--- src/rtl/seq_divider.sv ---
`default_nettype none
// ============================================================================
//  Module      : seq_divider
//  Description : Multi-cycle signed restoring divider, one quotient bit per
//                clock, with a one-cycle ready pulse and divide-by-zero flag.
//  Revision    : 1.0 - initial release
// ============================================================================
module seq_divider #(
    parameter int WIDTH = 32
) (
    input  logic             clock,
    input  logic             reset_n,
    input  logic             ctrl_div,
    input  logic [WIDTH-1:0] data_operandA,
    input  logic [WIDTH-1:0] data_operandB,
    output logic [WIDTH-1:0] data_result,
    output logic [WIDTH-1:0] data_remainder,
    output logic             data_exception,
    output logic             data_resultRDY,
    output logic             busy
);

    localparam int              c_CW   = $clog2(WIDTH);
    localparam logic [c_CW-1:0] c_LAST = c_CW'(WIDTH - 1);
    localparam logic [c_CW-1:0] c_ONE  = c_CW'(1);

    typedef enum logic [1:0] {
        S_IDLE = 2'd0,
        S_RUN  = 2'd1,
        S_DONE = 2'd2
    } state_t;

    state_t           r_state;
    logic [WIDTH-1:0] r_quo;
    logic [WIDTH-1:0] r_rem;
    logic [WIDTH-1:0] r_divisor;
    logic [c_CW-1:0]  r_count;
    logic             r_sign_a;
    logic             r_sign_b;
    logic             r_div_zero;

    logic [WIDTH-1:0] w_abs_a;
    logic [WIDTH-1:0] w_abs_b;
    logic [WIDTH-1:0] w_shift_rem;
    logic [WIDTH:0]   w_diff;

    // Negating -2^(W-1) wraps to itself, which read unsigned is exactly its magnitude.
    assign w_abs_a     = data_operandA[WIDTH-1] ? -data_operandA : data_operandA;
    assign w_abs_b     = data_operandB[WIDTH-1] ? -data_operandB : data_operandB;
    assign w_shift_rem = {r_rem[WIDTH-2:0], r_quo[WIDTH-1]};
    assign w_diff      = {1'b0, w_shift_rem} - {1'b0, r_divisor};

    always_ff @(posedge clock or negedge reset_n) begin
        if (!reset_n) begin
            r_state        <= S_IDLE;
            r_quo          <= '0;
            r_rem          <= '0;
            r_divisor      <= '0;
            r_count        <= '0;
            r_sign_a       <= 1'b0;
            r_sign_b       <= 1'b0;
            r_div_zero     <= 1'b0;
            data_result    <= '0;
            data_remainder <= '0;
            data_exception <= 1'b0;
            data_resultRDY <= 1'b0;
            busy           <= 1'b0;
        end else begin
            data_resultRDY <= 1'b0;
            if (ctrl_div) begin
                // A new start always wins, silently dropping any operation in flight.
                r_sign_a   <= data_operandA[WIDTH-1];
                r_sign_b   <= data_operandB[WIDTH-1];
                r_quo      <= w_abs_a;
                r_divisor  <= w_abs_b;
                r_rem      <= '0;
                r_count    <= '0;
                r_div_zero <= (data_operandB == '0);
                busy       <= 1'b1;
                r_state    <= (data_operandB == '0) ? S_DONE : S_RUN;
            end else begin
                case (r_state)
                    S_RUN: begin
                        r_quo   <= {r_quo[WIDTH-2:0], ~w_diff[WIDTH]};
                        r_rem   <= w_diff[WIDTH] ? w_shift_rem : w_diff[WIDTH-1:0];
                        r_count <= r_count + c_ONE;
                        if (r_count == c_LAST) begin
                            r_state <= S_DONE;
                        end
                    end
                    S_DONE: begin
                        if (r_div_zero) begin
                            data_result    <= '0;
                            data_remainder <= '0;
                            data_exception <= 1'b1;
                        end else begin
                            data_result    <= (r_sign_a ^ r_sign_b) ? -r_quo : r_quo;
                            data_remainder <= r_sign_a ? -r_rem : r_rem;
                            data_exception <= 1'b0;
                        end
                        data_resultRDY <= 1'b1;
                        busy           <= 1'b0;
                        r_state        <= S_IDLE;
                    end
                    default: begin
                        r_state <= S_IDLE;
                    end
                endcase
            end
        end
    end

endmodule
`default_nettype wire

--- config.mk ---
export PLATFORM = sky130hd
export DESIGN_NAME = seq_divider
export DESIGN_NICKNAME = d
export VERILOG_FILES = /design/src/rtl/seq_divider.sv
export SDC_FILE = /design/constraint.sdc
export NUM_CORES = 1
export LEC_CHECK = 0
export CAP_MARGIN = 25
export CORE_MARGIN = 2
export CORE_UTILIZATION = 59
export DETAILED_ROUTE_END_ITERATION = 12
export GPL_TIMING_DRIVEN = 0
export PLACE_DENSITY = 0.89
export SLEW_MARGIN = 20
export SYNTH_ARGS = -nofsm -noshare
export SYNTH_HDL_FRONTEND = slang
export SYNTH_SLANG_ARGS = --single-unit
--- constraint.sdc ---
create_clock -name clock -period 5.8 [get_ports clock]
set_input_delay 1.45 -clock clock [delete_from_list [all_inputs] [get_ports clock]]
set_output_delay 1.45 -clock clock [all_outputs]
set_load 0.01 [all_outputs]
==> impl_results.md <==
- Outcome: completed
- Synth top area cells: dfrtp_1 (39%), xnor2_1 (7.5%), nand2_1 (5.0%), a22o_1 (5.0%), o21ai_0 (4.7%)
- Largest net degree at the start of global routing: 105
- Clk sinks: 173
- Routed WL per cell: 19.12 um
- Slew margin rel.: 0.2244
- Slew @ Worst Pin: 1134 ps
- Endpoints failing hold: 0
- CP Cell Sequence: clkdlybuf4s50_1, or4_4, nor4_4, nand3_2, or4_4, or3_4, nor3_1, nand2_1, o21ai_1
- Routed Antenna Nets: 0
- XOR/XNOR Fraction of Synth Area: 0.1174
- Power Density: 274.6 nW/um2
- Synth Area in Compound Gates: 0.2351
- Initial DRT Pass Iterations: 6
- Antenna Cells: 0
- Vias: 10350
- Maximum buffer depth of the clock tree: 2
- Die area: 19960 um2
- Max_cap viols: 0
- Pleak: 5.819 nW
- Commonest non-fill, non-tap cell in the layout: dfrtp_1
- GR Util met1: 0.4023
- Most frequent cells in the layout: dfrtp_1 (173), nand2_1 (149), clkdlybuf4s50_1 (132)
- Synthesis Warnings: 0
- GP Congestion: 0.9626
- I/O pin count: 134
- Hold Path Cell Cnt: 1
- Post-Syn Area: 11120 um2
- Setup Buffers After CTS: 0
- CTS H-tree lvls: 4
- Hold slack: 502.7 ps
- Final Critical Period: 4421 ps
- Cts hold-fix bufs: 0
- Setup-failing EPs final: 0
- DRC Markers: 0
- Post-DP HPWL: 23180 um
- Core Area: 18580 um2
- Fin nets: 1505
- I/O Buffers: 133
- Worst path max stage delay: 600 ps
- Starting Density: 0.5984
- Sequential-to-total area share from yosys stat: 0.3894
- Crit path kind: input port to flip-flop
- Crit-path max FO: 5
- Syn Nets: 1351
- Met3 usage: 0.05299
- Tightest Hold Check Type: flip-flop to flip-flop
- Share of layout cells above drive strength 1: 0.03972
- Vias in the first global route: 10130
- WP data required: 6170 ps
- GRT busiest layer: met2
- Max Slew Vio Count: 0
- Design Area, Final: 13370 um2
- Hold_sp: data_result[25]$_DFFE_PN0P_
- M2 GR Usage: 0.5271
- FF-to-FF path depth: 14
- Post-DP Area: 12800 um2
- Startpoint Class: input port
- Height of the die: 141.3 um
- Worst-Skew Late Latency: 450 ps
- DR vias/cell: 6.296
- GR Util All Layers: 0.3150
- Clock slew at reported path FFs: 70 ps
- Register-to-register setup slack: 1490 ps
- Ys async rst share: 1.000
- Simple-gate share of the synthesized area: 0.1402
- Combinational family with the most area after synthesis: compound AO/OA/AOI/OAI gates
- RSZ-0062 raised after global routing: false
- Mapped Cells: 1244
- Max IR drop VDD: 215.6 uV
- Post-synthesis mux area share: 0.03174
- CP most frequent cell: or4_4
- Fmax: 226.2 MHz
- Top_reg_cell synth: dfrtp_1
- Adder-cell share of the synthesized area: 0.04569
- Post-synth top area cell: dfrtp_1
- DRT iter0 DRCs: 1015
- Setup TNS: 0 ps
- R2r endpoint: r_rem[27]$_DFFE_PN0P_
- CTS root buf: clkbuf_16
- Post-synth EDFFs: 0
- Synth Register Bits: 173
- Worst R2R Start: r_quo[31]$_DFFE_PN0P_
- Mean Syn Cell Area: 8.937 um2
- GR Overflow Total: 0
- Crit path DAT: 4790 ps
- Gates resized, CTS repair: 0
- Die W: 141.3 um
- Clock skew: 12.89 ps
- Final wirelength: 31440 um
- Crit end category: flip-flop
- Core Util, Final: 0.7197
- Yosys cell types: 66
- First-pass GRT wire length: 50080 um
- Yosys top cell area share: 0.3894
- CTS tree: built
- Hold Path End: data_result[25]$_DFFE_PN0P_
- Initial antenna violation count: 0
- FP Rows: 50
- Critical-path top delay cell: or4_4
- Layout area overhead: 20.28%
- Period utilization: 0.7623
- Num CTS Buffers: 17
metal layers:
layer  vias up  wire length, um
met4         0             1168
met3        93             2517
met1      4902            12670
li1       4793                -
met2       563            15080
met5         -                0
per-stage QoR:
stage | std cells | power (mW) | worst slack, ps
after floorplan | 1244 | 2.180 | 1940
final | 1644 | 3.672 | 1379
after global placement | 1611 | 2.475 | -3553
after global routing | 1644 | 3.829 | 1277
after CTS | 1644 | 3.635 | 1457
after detailed placement | 1613 | 2.516 | 1013
worst max-delay path, delay by kind of cell:
family,cells,cell delay (ps)
and+or+nand+nor,7,2690
buffers and inverters,1,480
AOI/OAI and AO/OA,1,150
where the power goes:
| group | switching (mW) | total, mW | leakage [nW] | internal, mW |
|---|---|---|---|---|
| Clock | 0.522 | 1.13 | 0.277 | 0.612 |
| Sequential | 0.131 | 1.43 | 2.23 | 1.30 |
| Combinational | 0.660 | 1.11 | 3.31 | 0.451 |
registers in the layout, summed over array words and instances (netlist names):
register        flops
r_div_zero          1
busy                1
r_sign_a            1
r_sign_b            1
data_resultRDY      1
r_state             2
data_remainder     32
r_quo              32
r_count             5
r_divisor          32
r_rem              32
data_result        32
data_exception      1
Yosys cell counts (all sizes together) (9+ instances only):
library cell,instances
nor2,73
clkbuf,57
nand3,12
mux2i,33
o21ai,111
ha,39
o31ai,36
nor3,9
a21o,15
xnor2,95
buf,12
xor2,54
a21oi,96
dfrtp,173
nand2,149
a31oi,29
o41ai,18
or4,20
a22o,63
or3,14
inv,50
cell families (layout without fill, tap and decap cells):
group	Yosys count	count (layout)
simple gates	326	326
xor+xnor	149	149
flops	173	173
fa+ha+maj	40	40
compound gates	402	402
buf+inv	119	285
mux	35	35
final cells by class:
class / instances / area, um2
multi-input cells: 952 / 6339
repair buffers: 135 / 1391
well taps: 234 / 292.8
clock buffers: 19 / 442.9
clock inverters: 12 / 127.6
inverters: 50 / 187.7
plain buffers: 69 / 262.8
flip-flops and latches: 173 / 4329
fillers: 1360 / 5207
worst max-delay path by stage:
stage	start	endpoint	slack (ps)	cells past startpoint
6_report	data_operandB[6]	r_div_zero$_DFFE_PN0P_	1380	9
5_1_grt	data_operandB[6]	r_div_zero$_DFFE_PN0P_	1280	9
4_1_cts	data_operandB[6]	r_div_zero$_DFFE_PN0P_	1460	9
3_5_place_dp	data_operandB[6]	r_div_zero$_DFFE_PN0P_	1010	9
3_3_place_gp	reset_n	r_divisor[23]$_DFFE_PN0P_	-3550	1
2_1_floorplan	data_operandB[6]	r_divisor[30]$_DFFE_PN0P_	1940	8
Power figures use the tool's default switching activity.
